<file path="config.mk">
export PLATFORM = sky130hd
export DESIGN_NAME = mem_stage_lsu
export DESIGN_NICKNAME = d
export VERILOG_FILES = /design/src/rtl/mem_stage_lsu.sv
export SDC_FILE = /design/constraint.sdc
export NUM_CORES = 1
export LEC_CHECK = 0
export BUFFER_PORTS_ARGS = -buffer_cell sky130_fd_sc_hd__buf_2
export CELL_PAD_IN_SITES_DETAIL_PLACEMENT = 1
export CELL_PAD_IN_SITES_GLOBAL_PLACEMENT = 1
export CORE_MARGIN = 2
export CORE_UTILIZATION = 34
export CTS_BUF_LIST = sky130_fd_sc_hd__clkbuf_8
export DETAILED_ROUTE_END_ITERATION = 10
export GPL_TIMING_DRIVEN = 0
export PLACE_DENSITY_LB_ADDON = 0.2
export SLEW_MARGIN = 20
export SYNTH_ARGS = -nofsm -noshare
export SYNTH_HDL_FRONTEND = slang
export SYNTH_SLANG_ARGS = --single-unit
</file>
<file path="constraint.sdc">
create_clock -name clk -period 2 [get_ports clk]
set_input_delay 0.1 -clock clk [delete_from_list [all_inputs] [get_ports clk]]
set_output_delay 0.1 -clock clk [all_outputs]
set_load 0.02 [all_outputs]
</file>
<file path="src/rtl/mem_stage_lsu.sv">
// MEM-stage load/store unit: drives the data-memory handshake and aligns and extends load data.
// Optional feature: define LSU_TIMEOUT_EN to abort REQ/WAIT after TIMEOUT_CYCLES with a fault.
module mem_stage_lsu #(
    parameter int unsigned XLEN            = 32,
    parameter logic [2:0]  RESULT_SRC_LOAD = 3'b001,
    parameter int unsigned TIMEOUT_CYCLES  = 256
) (
    input  logic            clk,
    input  logic            reset,
    input  logic            MemWriteM,
    input  logic [2:0]      ResultSrcM,
    input  logic [XLEN-1:0] ALUResultM,
    input  logic [XLEN-1:0] WriteDataM,
    input  logic [2:0]      funct3M,
    output logic            dmem_req,
    output logic            dmem_we,
    output logic [XLEN-1:0] dmem_addr,
    output logic [XLEN-1:0] dmem_wdata,
    output logic [3:0]      dmem_be,
    input  logic            dmem_gnt,
    input  logic            dmem_rvalid,
    input  logic [XLEN-1:0] dmem_rdata,
    output logic [XLEN-1:0] ReadDataM,
    output logic            LoadDoneM,
    output logic            StallM,
    output logic            FaultM
);

    localparam logic [1:0] S_IDLE = 2'd0;
    localparam logic [1:0] S_REQ  = 2'd1;
    localparam logic [1:0] S_WAIT = 2'd2;

    logic [1:0]      r_state;
    logic [1:0]      w_state_next;
    logic [XLEN-1:0] r_addr;
    logic [1:0]      r_addr_lo;
    logic [2:0]      r_funct3;
    logic            r_we;
    logic [3:0]      r_be;
    logic [XLEN-1:0] r_wdata;

    logic            w_is_store;
    logic            w_is_load;
    logic            w_access;
    logic            w_illegal;
    logic            w_capture;
    logic            w_timeout;
    logic [3:0]      w_be;
    logic [XLEN-1:0] w_wdata;
    logic [7:0]      w_byte;
    logic [15:0]     w_half;
    logic [XLEN-1:0] w_load_ext;

    // A store wins when both MemWriteM and the load encoding are present.
    assign w_is_store = MemWriteM;
    assign w_is_load  = !MemWriteM && (ResultSrcM == RESULT_SRC_LOAD);
    assign w_access   = w_is_store || w_is_load;

    always_comb begin
        w_illegal = 1'b0;
        case (funct3M)
            3'b000, 3'b100: w_illegal = w_is_store && funct3M[2];
            3'b001, 3'b101: w_illegal = ALUResultM[0] || (w_is_store && funct3M[2]);
            3'b010:         w_illegal = |ALUResultM[1:0];
            default:        w_illegal = 1'b1;
        endcase
    end

    always_comb begin
        w_be    = 4'b1111;
        w_wdata = '0;
        if (w_is_store) begin
            case (funct3M[1:0])
                2'b00: begin
                    w_be    = 4'b0001 << ALUResultM[1:0];
                    w_wdata = {4{WriteDataM[7:0]}};
                end
                2'b01: begin
                    w_be    = 4'b0011 << {ALUResultM[1], 1'b0};
                    w_wdata = {2{WriteDataM[15:0]}};
                end
                default: begin
                    w_be    = 4'b1111;
                    w_wdata = WriteDataM;
                end
            endcase
        end
    end

    // Lane selection uses the captured offset, never the live M-stage address.
    always_comb begin
        case (r_addr_lo)
            2'b00:   w_byte = dmem_rdata[7:0];
            2'b01:   w_byte = dmem_rdata[15:8];
            2'b10:   w_byte = dmem_rdata[23:16];
            default: w_byte = dmem_rdata[31:24];
        endcase
        w_half = r_addr_lo[1] ? dmem_rdata[31:16] : dmem_rdata[15:0];
        case (r_funct3)
            3'b000:  w_load_ext = {{24{w_byte[7]}}, w_byte};
            3'b100:  w_load_ext = {24'd0, w_byte};
            3'b001:  w_load_ext = {{16{w_half[15]}}, w_half};
            3'b101:  w_load_ext = {16'd0, w_half};
            default: w_load_ext = dmem_rdata;
        endcase
    end

`ifdef LSU_TIMEOUT_EN
    localparam int unsigned CNT_W = $clog2(TIMEOUT_CYCLES + 1);
    logic [CNT_W-1:0] r_cnt;

    always_ff @(posedge clk) begin
        if (reset || (r_state != w_state_next) || (r_state == S_IDLE)) begin
            r_cnt <= '0;
        end else begin
            r_cnt <= r_cnt + 1'b1;
        end
    end

    assign w_timeout = (r_cnt == CNT_W'(TIMEOUT_CYCLES - 1));
`else
    logic w_unused_timeout;
    assign w_unused_timeout = (TIMEOUT_CYCLES == 0);
    assign w_timeout        = 1'b0;
`endif

    always_comb begin
        w_state_next = r_state;
        w_capture    = 1'b0;
        dmem_req     = 1'b0;
        dmem_we      = 1'b0;
        dmem_addr    = '0;
        dmem_wdata   = '0;
        dmem_be      = 4'b0000;
        StallM       = 1'b0;
        LoadDoneM    = 1'b0;
        FaultM       = 1'b0;
        ReadDataM    = '0;
        case (r_state)
            S_IDLE: begin
                if (w_access && !w_illegal) begin
                    dmem_req   = 1'b1;
                    dmem_we    = w_is_store;
                    dmem_addr  = {ALUResultM[XLEN-1:2], 2'b00};
                    dmem_be    = w_be;
                    dmem_wdata = w_wdata;
                    if (!(w_is_store && dmem_gnt)) begin
                        w_capture    = 1'b1;
                        StallM       = 1'b1;
                        w_state_next = (w_is_load && dmem_gnt) ? S_WAIT : S_REQ;
                    end
                end else if (w_access) begin
                    FaultM = 1'b1;
                end
            end
            S_REQ: begin
                if (w_timeout && !dmem_gnt) begin
                    FaultM       = 1'b1;
                    w_state_next = S_IDLE;
                end else begin
                    dmem_req   = 1'b1;
                    dmem_we    = r_we;
                    dmem_addr  = r_addr;
                    dmem_be    = r_be;
                    dmem_wdata = r_wdata;
                    StallM     = !(dmem_gnt && r_we);
                    if (dmem_gnt) begin
                        w_state_next = r_we ? S_IDLE : S_WAIT;
                    end
                end
            end
            S_WAIT: begin
                if (dmem_rvalid) begin
                    LoadDoneM    = 1'b1;
                    ReadDataM    = w_load_ext;
                    w_state_next = S_IDLE;
                end else if (w_timeout) begin
                    FaultM       = 1'b1;
                    w_state_next = S_IDLE;
                end else begin
                    StallM = 1'b1;
                end
            end
            default: w_state_next = S_IDLE;
        endcase
    end

    always_ff @(posedge clk) begin
        if (reset) begin
            r_state <= S_IDLE;
        end else begin
            r_state <= w_state_next;
        end
    end

    always_ff @(posedge clk) begin
        if (reset) begin
            r_addr    <= '0;
            r_addr_lo <= 2'b00;
            r_funct3  <= 3'b000;
            r_we      <= 1'b0;
            r_be      <= 4'b0000;
            r_wdata   <= '0;
        end else if (w_capture) begin
            r_addr    <= {ALUResultM[XLEN-1:2], 2'b00};
            r_addr_lo <= ALUResultM[1:0];
            r_funct3  <= funct3M;
            r_we      <= w_is_store;
            r_be      <= w_be;
            r_wdata   <= w_wdata;
        end
    end

endmodule

</file>
==> results.yml, run 1 <==
yosys:
  synth-edff-count: 0
  synth_mux_area_frac: 0.0791
  postSynthAreaPerCell_sq_um: 7.72
  synth_top_family_by_area: "compound AO/OA/AOI/OAI gates"
  syn_area_sq_mm: 0.00460
  async_reset_ff_frac: 0
  netlist-cell-type-count: 45
  yosysSeqAreaShare: 0.322
  synth_compound_area_frac: 0.316
  synthXorXnorAreaFrac: 0
  ys_ff_latch: 74
  syn_inst: 596
  synthAdderAreaFrac: 0
  ys.flop_type: "dfxtp_1"
  yosys.area_share.simple: 0.215
  synth_warnings: 0
power:
  ir_worst_vdd_mv: 0.358
  p_total_mw: 3.88
  power.density_mw_per_mm2: 579
  cellLeakagePower_nw: 3.06
setup_path:
  cp_common_cell: "buf_6"
  worst_path_largest_cell_delay_ns: 0.42
  endpoint_kind: "primary output"
  crit_fanout: 10
  arrival_ns: 2.02
  start_kind: "flip-flop"
  criticalPathCategory: "reg2out"
  cp_slowest_cell: "a2111oi_4"
  required_ns: 1.90
  crit_chain: "mux4_2 > nand2b_4 > a2111oi_4 > buf_6 > a21o_1 > buf_6"
clocking:
  htreeDepth: 3
  cts_tree: "yes"
  numCtsBuffers: 9
  cts.sinks: 74
  insertion_delay_ns: 0.36
  cts_root_buffer: "clkbuf_8"
  clock_tree.buffer_depth: 2
  clk_pin_slew_ns: 0.08
timing:
  clock-skew-final_ns: 0.0151
  setup_ws_ns: -0.119
  period_share: 1.06
  hold_violations: 0
  max_slew_margin: 0.532
  setup_tns_ns: -2.10
  clock.fmax_mhz: 472
  setup_viol: 25
  rsz0062_at_grt: "true"
  worstMarginPinSlew_ns: 0.700
  min_period_ns: 2.12
  slew_viol_final: 0
job:
  drv_cap: 0
global_route:
  track_usage: 0.267
  grt_pass1_vias: 6068
  grt_pass1_wl_mm: 31.1
  antenna_found_initial: 0
  grt_max_degree: 13
  grt_overflow: 0
final_layout:
  drive_gt1_frac: 0.369
  antenna_cells: 0
  area_delta_synth_final_pct: 45.6
  num-nets-final: 955
floorplan:
  num_rows: 42
  ios: 212
  fp.dieW_um: 120
  core_sq_mm: 0.0132
  die_h_um: 120
  die_area_sq_mm: 0.0145
  initial_utilization: 0.348
detailed_routing:
  drt-pass1-iter-count: 5
  wl_per_cell_um: 19.2
  drt_iter0_markers: 308
  via_per_inst: 5.55
  wl_mm: 19.7
  ant_nets: 0
  vias: 5705
  drc: 0
outcome:
  outcome: "finished with violations"
  violations: "setup timing"
min_path:
  hp-class: "in2reg"
place:
  hpwl_mm: 14.4
  io_buffer_count: 207
  gp_congestion: 0.921
per-layer routing:
layer  track usage  share of wire  vias up
met5             0              0        -
met4        0.0850          0.019        0
met3        0.0575          0.071       31
li1              -              -     2663
met2         0.482           0.50      217
met1         0.315           0.41     2794
power by group:
part           total, mW  switching (mW)  internal, mW
clock               1.42           0.602         0.818
combinational      0.914           0.544         0.371
sequential          1.55          0.0307          1.52
total               3.88            1.18          2.70
per-stage QoR:
stage / area, sq um / hold WS (ns) / setup WS, ns / utilization / instances
floorplan: 4610 / 0.236 / 0.0327 / - / 597
global placement: 5870 / 0.351 / -0.305 / 0.443 / 980
detailed placement: 5870 / 0.363 / -0.357 / 0.443 / 980
CTS: 6590 / 0.000253 / -0.152 / 0.497 / 1024
global route: 6700 / 0.0139 / -0.212 / 0.506 / 1028
finish: 6700 / 0.00618 / -0.119 / 0.506 / 1028
Yosys cell counts (2+ instances only):
master     count  area (sq um)
a21oi_1       75           375
a22o_1        32           280
nand3b_1       2          15.0
dfxtp_1       74          1480
buf_6          2          22.5
mux2_2        17           191
nand2_1      121           454
o21ai_0       19          95.1
o221ai_1       2          17.5
a21o_1        17           128
buf_2         18          90.1
mux2i_1       15           150
or2_1          2          12.5
a32o_1        32           320
and3_1         4          25.0
clkbuf_1      35           131
a211oi_1       2          15.0
buf_4          5          37.5
a2111oi_0      4          35.0
o311a_1        8          80.1
o21a_1         2          15.0
nor2_1        25          93.8
nor3b_1        2          15.0
inv_1          6          22.5
nor3_1         3          15.0
nor2b_1       13          81.3
nand3_1       33           165
nand2b_1       9          56.3
final cells by class:
type | instances | area (sq um)
Multi-Input combinational cell | 455 | 2910
Fill cell | 1695 | 6540
Clock inverter | 6 | 108
Sequential cell | 74 | 1490
Clock buffer | 9 | 124
Timing Repair Buffer | 241 | 1480
Buffer | 60 | 340
Inverter | 7 | 27.5
Tap cell | 176 | 220
logic make-up after synthesis:
logic type | count (synthesis)
other | 1
AND/OR/NAND/NOR | 219
multiplexers | 33
flip-flops | 74
buffers and inverters | 68
AO/OA/AOI/OAI | 201
path summary, 6_finish.rpt:
path | slack (ns) | end | cells past startpoint | start
setup / recovery | -0.12 | ReadDataM[23] | 6 | r_addr_lo[1]
hold / removal | 0.006 | r_addr[5] | 3 | ALUResultM[5]
setup reg to reg | 0.25 | r_addr[6] | 8 | r_state[0]
hold reg to reg | 0.46 | r_addr[22] | 2 | r_addr[22]
sequential cells by signal (all words and copies together) (netlist names):
register	count
r_state	2
r_we	1
r_addr	30
r_funct3	3
r_wdata	32
r_be	4
r_addr_lo	2
critical path, delay by kind of cell, from the launching register on:
kind,cells,cell delay [ns]
buffers and inverters,2,0.32
flip-flops,1,0.36
AND/OR/NAND/NOR,1,0.08
multiplexers,1,0.36
AO/OA/AOI/OAI,2,0.54
layout by cell type, fill, tap and decap left out, drive strengths merged, types with 2 or more instances in the layout:
master,Yosys,final
buf,26,242
nand2,121,121
a21oi,75,75
dfxtp,74,74
clkbuf,35,45
nand3,33,33
a22o,32,32
a32o,32,32
nor2,25,25
dlygate4sd3,0,23
o21ai,19,19
mux2,17,17
a21o,17,17
mux2i,15,15
nor2b,13,13
nand2b,10,10
o311a,8,8
inv,6,7
a2111oi,5,5
and3,4,4
nor3,3,3
bufinv,0,3
clkinv,1,3
nor3b,2,2
or2,2,2
o21a,2,2
nand3b,2,2
a211oi,2,2
conb,1,2
a221oi,2,2
o221ai,2,2
nor4b,2,2
repair_timing:
item | CTS | global route
cloned | 0 | 1
pin swaps | 3 | 4
endpoints found under the setup margin | 99 | 99
gates resized for setup | 76 | 24
hold buffers | 23 | 0
hold endpoints to repair | 23 | 0
buffers inserted | 6 | 4
(Power assumes the default switching activity.)
==> inputs of run 2 (changes only) <==
CORE_UTILIZATION = 31   (was 34)
clock period = 1.7 ns   (was 2 ns; I/O delays follow)
==> results.yml, run 2 (synthesis results as in run 1) <==
timing:
  worstMarginPinSlew_ns: 0.649
  hold_slack_ns: 0.0165
  clock.fmax_mhz: 483
  setup_ws_ns: -0.372
  clock-skew-final_ns: 0.00783
  rsz0062_at_grt: "true"
  min_period_ns: 2.07
  setup_viol: 103
  hold_violations: 0
  slew_viol_final: 0
  period_share: 1.22
  max_slew_margin: 0.567
final_layout:
  largest_register_ffs: 32
  instances_no_fill: 1073
  layout_common_cells: "buf_2 (120), nand2_1 (117), buf_6 (110), a21oi_1 (72), dfxtp_1 (69)"
  multi_input_area_sq_mm: 0.00319
  final_common_cell: "buf_2"
  reg_top3: "r_wdata: 32 flops, r_addr: 30 flops, r_be: 4 flops"
  num-nets-final: 992
  fin_area_sq_mm: 0.00807
  top_register: "r_wdata"
  regArea_sq_mm: 0.00150
  fillers: 1707
  area_delta_synth_final_pct: 75.2
  drive_gt1_frac: 0.457
setup_path:
  criticalPathCategory: "reg2out"
  arrival_ns: 1.99
  worst_path_largest_cell_delay_ns: 0.53
  endpoint_kind: "primary output"
  required_ns: 1.62
  worst-path-buf-inv: 1
  crit_fanout: 8
  start_kind: "flip-flop"
  crit_chain: "mux4_2 > nand2b_4 > nor2_2 > o311a_1 > buf_2"
  critPathTopFamily: "multiplexers"
  cp_slowest_cell: "mux4_2"
outcome:
  outcome: "finished with violations"
  violations: "setup timing"
clocking:
  cts.sinks: 74
  clock_tree.buffer_depth: 2
  htreeDepth: 3
  cts_tree: "yes"
  insertion_delay_ns: 0.36
  numCtsBuffers: 9
  clk_pin_slew_ns: 0.08
  cts_root_buffer: "clkbuf_8"
floorplan:
  fp.dieW_um: 126
  ios: 212
  die_h_um: 126
  core_sq_mm: 0.0145
  initial_utilization: 0.317
  num_rows: 44
  die_area_sq_mm: 0.0158
detailed_routing:
  vias: 6035
  wl_mm: 23.4
  wl_per_cell_um: 21.8
  drt_iter0_markers: 375
  drc: 0
  via_per_inst: 5.62
  ant_nets: 0
  drt-pass1-iter-count: 5
min_path:
  hp-class: "in2reg"
global_route:
  grt_overflow: 0
  antenna_found_initial: 1
  grt_max_degree: 12
  track_usage: 0.271
  use_met1: 0.331
  use_met2: 0.479
  grt_pass1_vias: 6223
  top_usage_layer: "met2"
  grt_use_met3: 0.0595
  grt_pass1_wl_mm: 34.4
place:
  place_area_sq_mm: 0.00589
  io_buffer_count: 207
  dp.cells: 988
  pre_cts_ws_ns: -0.679
  hpwl_mm: 14.6
  gp_congestion: 0.834
power:
  cellLeakagePower_nw: 3.65
  power.density_mw_per_mm2: 607
  ir_worst_vdd_mv: 0.359
job:
  drv_cap: 0
==> run 2: worst paths after layout <==
check	from	to	slack (ns)	depth (start not counted)
worst min register to register	r_wdata[1]	r_wdata[1]	0.46	2
worst min-delay path	ALUResultM[6]	r_addr[6]	0.02	3
worst max-delay path	r_addr_lo[1]	ReadDataM[11]	-0.37	5
worst max register to register	r_state[1]	r_state[1]	-0.01	5
==> run 2: area by class of cell <==
class,instances,share of cell area
Tap cell,184,0.0285
Clock buffer,12,0.0205
Sequential cell,74,0.185
Antenna cell,1,0.000310
Timing Repair Buffer,282,0.307
Multi-Input combinational cell,455,0.396
Buffer,56,0.0512
Inverter,7,0.00372
Clock inverter,2,0.00745
==> run 2: power breakdown <==
group | switching [mW] | leakage, nW | internal (mW)
logic | 0.771 | 2.93 | 0.688
registers | 0.0382 | 0.603 | 1.78
clock network | 0.686 | 0.115 | 0.932
==> run 2: worst register-to-register path, stage by stage (launching register included) <==
cell and delay [ns]:
dfxtp_4 0.38, buf_12 0.13, buf_4 0.13, nor4b_1 0.32
nor3_1 0.12, a2111oi_0 0.47
==> run 2: what timing repair did <==
item	CTS	global route
gates resized for setup	288	116
pin swaps	51	33
gates cloned	6	1
hold buffers	29	0
hold endpoints to repair	29	0
endpoints found under the setup margin	153	117
buffers inserted	32	18
==> run 2: metrics by stage <==
stage                     total power [mW]  utilization  TNS (ns)
after floorplan                       2.40            -    -0.331
after global placement                2.79        0.405    -49.28
after detailed placement              2.81        0.405    -56.99
after CTS                             4.79        0.532    -27.84
after global routing                  5.07        0.555    -31.35
final                                 4.90        0.555    -25.61
==> run 2: routing by layer <==
metal / vias up / wire, um
met5: - / 0
met4: 0 / 602
met3: 53 / 1550
met2: 242 / 12000
met1: 2997 / 9230
li1: 2743 / -
